===== src/rtl/reg_dump_reader_pkg.sv =====
`default_nettype none
// ============================================================================
// Module      : reg_dump_reader_pkg
// Description : Shared constants and helpers for the register dump reader:
//               FSM state encoding and byte-count derivation.
// Revision    : 1.0 - initial release
// ============================================================================
package reg_dump_reader_pkg;

   // FSM state encoding shared by the top-level controller
   localparam logic [1:0] c_ST_IDLE = 2'd0;
   localparam logic [1:0] c_ST_LOAD = 2'd1;
   localparam logic [1:0] c_ST_SEND = 2'd2;
   localparam logic [1:0] c_ST_DONE = 2'd3;

   // Number of bytes streamed per register
   function automatic int unsigned bytes_of(input int unsigned width);
      return width / 8;
   endfunction

   // Counter width able to hold 0..n-1, never narrower than one bit
   function automatic int unsigned count_width(input int unsigned n);
      return (n > 1) ? $clog2(n) : 1;
   endfunction

endpackage
`default_nettype wire


===== src/rtl/reg_dump_reader_if.sv =====
`default_nettype none
// ============================================================================
// Module      : reg_dump_reader_if
// Description : Bundles the register-file read port and the outgoing byte
//               stream of the dump reader. The master side is the reader.
// Revision    : 1.0 - initial release
// ============================================================================
interface reg_dump_reader_if #(
   parameter int WIDTH = 32,
   parameter int AW    = 5
);
   logic [AW-1:0]    rd_addr;
   logic [WIDTH-1:0] rd_data;
   logic [7:0]       out_data;
   logic             out_valid;
   logic             out_ready;
   logic             out_last;

   modport master (
      output rd_addr,
      input  rd_data,
      output out_data,
      output out_valid,
      output out_last,
      input  out_ready
   );

   modport slave (
      input  rd_addr,
      output rd_data,
      input  out_data,
      input  out_valid,
      input  out_last,
      output out_ready
   );
endinterface
`default_nettype wire


===== src/rtl/reg_dump_reader_byte_serializer.sv =====
`default_nettype none
// ============================================================================
// Module      : byte_serializer
// Description : Parallel-load shift register that presents a word MSB byte
//               first, advancing one byte per accepted handshake, with a
//               flag marking the final byte of the word.
// Revision    : 1.0 - initial release
// ============================================================================
module byte_serializer
   import reg_dump_reader_pkg::*;
#(
   parameter int WIDTH = 32
) (
   input  logic             clock,
   input  logic             reset,
   input  logic             load,
   input  logic [WIDTH-1:0] load_data,
   input  logic             accept,
   output logic [7:0]       byte_out,
   output logic             last_byte
);

   localparam int BYTES = bytes_of(WIDTH);
   localparam int CW    = count_width(BYTES);
   localparam logic [CW-1:0] c_LAST_IDX = CW'(BYTES - 1);

   logic [WIDTH-1:0] r_shift;
   logic [CW-1:0]    r_count;
   logic             w_last;

   // Last byte of the word is reached once the counter hits BYTES-1; the
   // final accept leaves the shift register untouched so the byte stays put
   assign w_last = (r_count == c_LAST_IDX);

   // Word capture on load, one-byte advance on each accepted non-final byte
   always_ff @(posedge clock) begin
      if (reset) begin
         r_shift <= '0;
         r_count <= '0;
      end else if (load) begin
         r_shift <= load_data;
         r_count <= '0;
      end else if (accept && !w_last) begin
         r_shift <= r_shift << 8;
         r_count <= r_count + CW'(1);
      end
   end

   assign byte_out  = r_shift[WIDTH-1 -: 8];
   assign last_byte = w_last;

endmodule
`default_nettype wire


===== src/rtl/reg_dump_reader.sv =====
`default_nettype none
// ============================================================================
// Module      : reg_dump_reader
// Description : Debug read-out engine. On start, walks the register file
//               from address 0 to NREGS-1, snapshots each register in a
//               dedicated LOAD cycle and streams it out MSB byte first over
//               a valid/ready byte interface.
// Revision    : 1.0 - initial release
// ============================================================================
module reg_dump_reader
   import reg_dump_reader_pkg::*;
#(
   parameter int NREGS = 32,
   parameter int WIDTH = 32,
   parameter int AW    = 5
) (
   input  logic               clock,
   input  logic               reset,
   input  logic               start,
   reg_dump_reader_if.master  bus,
   output logic               busy,
   output logic               done
);

   localparam logic [AW-1:0] c_LAST_ADDR = AW'(NREGS - 1);

   logic [1:0]    r_state;
   logic [1:0]    w_state_nxt;
   logic [AW-1:0] r_addr;
   logic [AW-1:0] w_addr_nxt;

   logic          w_load;
   logic          w_send;
   logic          w_accept;
   logic          w_last_byte;
   logic          w_last_reg;
   logic [7:0]    w_byte;

   assign w_load     = (r_state == c_ST_LOAD);
   assign w_send     = (r_state == c_ST_SEND);
   assign w_accept   = w_send && bus.out_ready;
   assign w_last_reg = (r_addr == c_LAST_ADDR);

   // Shift register and byte counter for the register currently streaming
   byte_serializer #(
      .WIDTH     (WIDTH)
   ) u_byte_serializer (
      .clock     (clock),
      .reset     (reset),
      .load      (w_load),
      .load_data (bus.rd_data),
      .accept    (w_accept),
      .byte_out  (w_byte),
      .last_byte (w_last_byte)
   );

   // Next-state and next-address decode for the dump walk
   always_comb begin
      w_state_nxt = r_state;
      w_addr_nxt  = r_addr;
      case (r_state)
         c_ST_IDLE: begin
            if (start) begin
               w_state_nxt = c_ST_LOAD;
            end
         end
         c_ST_LOAD: begin
            w_state_nxt = c_ST_SEND;
         end
         c_ST_SEND: begin
            // Only the accepted final byte of a register moves the walk on
            if (w_accept && w_last_byte) begin
               if (w_last_reg) begin
                  w_state_nxt = c_ST_DONE;
               end else begin
                  w_addr_nxt  = r_addr + AW'(1);
                  w_state_nxt = c_ST_LOAD;
               end
            end
         end
         c_ST_DONE: begin
            w_addr_nxt  = '0;
            w_state_nxt = c_ST_IDLE;
         end
         default: begin
            w_addr_nxt  = '0;
            w_state_nxt = c_ST_IDLE;
         end
      endcase
   end

   // State and address registers; reset abandons any dump in flight
   always_ff @(posedge clock) begin
      if (reset) begin
         r_state <= c_ST_IDLE;
         r_addr  <= '0;
      end else begin
         r_state <= w_state_nxt;
         r_addr  <= w_addr_nxt;
      end
   end

   // All outputs decode registered state; out_ready never reaches an output
   assign bus.rd_addr   = r_addr;
   assign bus.out_data  = w_byte;
   assign bus.out_valid = w_send;
   assign bus.out_last  = w_send && w_last_reg && w_last_byte;
   assign busy          = (r_state != c_ST_IDLE);
   assign done          = (r_state == c_ST_DONE);

endmodule
`default_nettype wire

===== src/flat_wrapper.sv =====
// flat-port wrapper written by rule: the top's interface ports become plain ports
module reg_dump_reader_flat import reg_dump_reader_pkg::*;
#(
   parameter int NREGS = 32,
   parameter int WIDTH = 32,
   parameter int AW    = 5
)
  (clock, reset, start, busy, done, bus_rd_addr, bus_rd_data, bus_out_data, bus_out_valid, bus_out_last, bus_out_ready);
  reg_dump_reader_if #(.WIDTH(WIDTH), .AW(AW)) bus_i ();
  input  logic clock;
  input  logic reset;
  input  logic start;
  output logic busy;
  output logic done;
  output wire logic [$bits(bus_i.rd_addr)-1:0] bus_rd_addr;
  input wire logic [$bits(bus_i.rd_data)-1:0] bus_rd_data;
  output wire logic [$bits(bus_i.out_data)-1:0] bus_out_data;
  output wire logic [$bits(bus_i.out_valid)-1:0] bus_out_valid;
  output wire logic [$bits(bus_i.out_last)-1:0] bus_out_last;
  input wire logic [$bits(bus_i.out_ready)-1:0] bus_out_ready;
  assign bus_rd_addr = bus_i.rd_addr;
  assign bus_i.rd_data = bus_rd_data;
  assign bus_out_data = bus_i.out_data;
  assign bus_out_valid = bus_i.out_valid;
  assign bus_out_last = bus_i.out_last;
  assign bus_i.out_ready = bus_out_ready;
  reg_dump_reader #(.NREGS(NREGS), .WIDTH(WIDTH), .AW(AW)) u_core (.clock(clock), .reset(reset), .start(start), .bus(bus_i), .busy(busy), .done(done));
endmodule

===== config.mk =====
export PLATFORM = sky130hd
export DESIGN_NAME = reg_dump_reader_flat
export DESIGN_NICKNAME = d
export VERILOG_FILES = /design/src/rtl/reg_dump_reader_pkg.sv /design/src/rtl/reg_dump_reader_if.sv /design/src/rtl/reg_dump_reader_byte_serializer.sv /design/src/rtl/reg_dump_reader.sv /design/src/flat_wrapper.sv
export SDC_FILE = /design/constraint.sdc
export NUM_CORES = 1
export LEC_CHECK = 0
export ABC_AREA = 1
export CAP_MARGIN = 20
export CORE_ASPECT_RATIO = 1.1
export CORE_UTILIZATION = 30
export DETAILED_ROUTE_END_ITERATION = 6
export GPL_TIMING_DRIVEN = 0
export PLACE_DENSITY = 0.65
export SYNTH_ARGS = -nofsm -noshare
export SYNTH_HDL_FRONTEND = slang
export SYNTH_SLANG_ARGS = --single-unit

===== constraint.sdc =====
create_clock -name clock -period 1.63 [get_ports clock]
set_input_delay 0.326 -clock clock [delete_from_list [all_inputs] [get_ports clock]]
set_output_delay 0.326 -clock clock [all_outputs]
set_load 0.02 [all_outputs]

==> out/qor.csv <==
stage;metric;value;unit
logic_synthesis;share of the synthesized area in the top cell type;40.0;%
logic_synthesis;Synth Cell Area;0.00205;mm2
power;internal power;1.70;mW
die;Die Span Y;88.8;um
worst_setup_path;Worst EP arrival;1480;ps
power;Sw Share;32.7;%
sta;Setup Viol. Count Final;2;
route;Vias/cell;4.54;
sta;worst clock skew;9.37;ps
cts;later-pin clock latency in the skew report;300;ps
route;Via Count;2038;
cells_and_area;final cell utilization of the core;43.2;%
logic_synthesis;Yosys Warn Count;0;
route;# DRC;0;
global_route;Total GRT Usage;16.5;%
global_route;largest net degree at the start of global routing;14;
place;port bufs;51;
cts;CTS Buf Count;5;
logic_synthesis;Post-synth top cells;nand2_1, nand3_1, dfxtp_1;
logic_synthesis;post-synthesis async set-or-reset flop share;0;%
worst_setup_path;CP Max Fanout;4;
worst_setup_path;Setup crit end kind;output pin;
cts;clock sink count;41;
global_route;global-route wire length before repair;8.87;mm
sta;Slew @ Worst Pin;506;ps
worst_setup_path;CP startpoint kind;flip-flop;
run;Max Cap Viol;0;
cells_and_area;Final nets;405;
die;Starting Density;31.1;%
logic_synthesis;sequential area share after synthesis;40.0;%
worst_setup_path;crit path kind;reg2out;
cells_and_area;Finished Layout Cells;449;
logic_synthesis;Syn Inst Count;303;
cells_and_area;area delta synth->final;38.7;%
power;net switching power;0.828;mW
logic_synthesis;area leader, netlist;dfxtp_1;
logic_synthesis;most frequent cell after synthesis;nand2_1;
place;placed cell count;436;
hold_path;path category of the worst min-delay check;in2reg;
logic_synthesis;Mapped Nets;342;
power;Clock Power Share;28.8;%
logic_synthesis;synth top area cells;dfxtp_1, nand2_1, nand3_1;
route;initial drt markers;68;
logic_synthesis;post-synth cell types;22;
route;per-cell routed wire length;11.8;um
global_route;Overflow after GRT;0;
die;die area;0.00718;mm2
sta;Final Max Slew Viols;0;
die;FP Rows;31;
power;pwr dens;888;mW/mm2
die;Core Area;0.00659;mm2
cts;Clk pin slew, worst setup/hold paths;90;ps
logic_synthesis;most common flop cell mapped by yosys;dfxtp_1;
power;Comb pwr share;27.4;%
logic_synthesis;EDFF count, synth;0;
cts;htree depth;2;
sta;Hold Fails Final Rpt;0;
status;failing checks;negative setup slack;
logic_synthesis;Yosys reg bits;41;
power;Static Leakage;1.26;nW
power;share of power burned in registers;43.8;%
route;drt pass-1 iters;4;
route;antenna viol nets, final;0;
sta;f_max;554;MHz
place;hpwl dp;3.84;mm
sta;relative slew slack;66.3;%
cts;CTS tree;yes;
power;worst vdd ir;0.000404;V
die;DIE WIDTH;80.9;um
sta;Final WS setup;-176;ps
global_route;initial antenna violation count;0;
die;Top Ports;53;
logic_synthesis;Avg Synthesized Cell Area;6.78;um2
worst_setup_path;WP data required;1300;ps
cells_and_area;diode count;0;
cts;Clock Path Buffers;2;
sta;min Tclk post-route;1810;ps
status;status;finished, violations left;
global_route;vias in the first global route;1920;
cells_and_area;layout cells sized above 1;14.7;%
route;drt total wl;5.31;mm
sta;Final period util;111;%
cts;clock root buffer;clkbuf_8;
sta;RSZ-0062 raised after global routing;true;
place;Placer Congestion;0.792;
-- layout make-up --
cell class	count	area [um2]
clock buffer	6	82.6
tap	82	103
timing repair buffer	56	529
inverter	11	41.3
buffer	28	175
clock inverter	2	13.8
sequential	41	826
multi-input combinational	223	1080
fill	727	3750
-- kinds of logic (layout without fill, tap and decap cells) --
group / after synthesis / count (layout) / share of synthesized area, %
adder cells (fa/ha/maj): 3 / 3 / 1.83
flip-flops: 41 / 41 / 40.0
AND/OR/NAND/NOR: 182 / 182 / 38.5
buffers and inverters: 39 / 103 / 10.4
AO/OA/AOI/OAI: 38 / 38 / 9.32
-- per-layer routing --
metal	track usage, %	share of wire, %	vias up
li1	-	-	1107
met1	20.7	48	886
met2	27.4	46	41
met3	3.81	4.3	4
met4	6.01	1.4	0
met5	0	0	-
-- path summary, 6_finish.rpt --
| check | startpoint | slack [ps] | endpoint | depth (start not counted) |
|---|---|---|---|---|
| worst min-delay path | reset | 450 | u_core.u_byte_serializer.r_shift[23] | 2 |
| worst max register to register | u_core.bus.rd_addr[1] | 110 | u_core.bus.rd_addr[1] | 9 |
| worst min register to register | u_core.u_byte_serializer.r_shift[7] | 480 | u_core.u_byte_serializer.r_shift[7] | 2 |
| worst max-delay path | u_core.bus.rd_addr[1] | -180 | bus_out_last | 7 |
-- power groups by stage --
stage               registers (mW)  clock network (mW)  logic [mW]
finish                        1.11               0.728       0.694
global route                  1.12               0.776       0.785
CTS                           1.11               0.732       0.694
detailed placement            1.13                   0       0.707
global placement              1.13                   0       0.701
floorplan                     1.12                   0       0.461
-- registers in the layout, summed over array words and instances, names as in the netlist --
| signal | count |
|---|---|
| u_core.r_state | 2 |
| u_core.u_byte_serializer.r_count | 2 |
| u_core.bus.rd_addr | 5 |
| u_core.u_byte_serializer.r_shift | 32 |
-- what timing repair did --
action                                  in CTS  in global routing
cloned                                       0                  0
gates resized for setup                     24                 20
buffers inserted                             2                  3
hold buffers                                 0                  0
pin swaps                                    1                  4
endpoints found under the setup margin      15                 11
-- worst max-delay path, cell delays in order (launching register included) --
cell,delay (ps)
dfxtp_4,380
ha_4,150
nand2_4,60
nor2_4,140
ha_4,160
nand2_4,60
nor2_4,110
buf_6,120
-- stage by stage --
stage	TNS [ps]	power [mW]	instance area [um2]	hold WS, ps	setup WS, ps
after CTS	-327	2.53	2770	448	-270
after global routing	-404	2.68	2850	483	-233
after global placement	-4810	1.83	2670	467	-452
after detailed placement	-5230	1.84	2670	472	-531
final	-218	2.53	2850	447	-176
after floorplan	0	1.59	2060	457	6.93
-- layout by cell type (no fill, tap or decap) --
cell	n
nand2_1	91
nand3_1	57
dfxtp_1	39
clkdlybuf4s50_1	36
a21oi_1	33
nor2_1	22
buf_4	14
buf_2	12
dlygate4sd2_1	10
inv_1	9
clkbuf_8	6
buf_6	4
clkbuf_1	4
nand2_4	3
o21ai_1	3
inv_2	2
nor2_4	2
nand2_2	2
ha_4	2
nor2_8	1
buf_1	1
nand3b_1	1
nor2_2	1
nand4_1	1
a31oi_1	1
o21ai_0	1
nor3_1	1
ha_1	1
clkinv_4	1
clkinv_2	1
clkdlybuf4s15_1	1
dlymetal6s2s_1	1
clkbuf_2	1
dfxtp_2	1
dfxtp_4	1
Power figures use the tool's default switching activity.
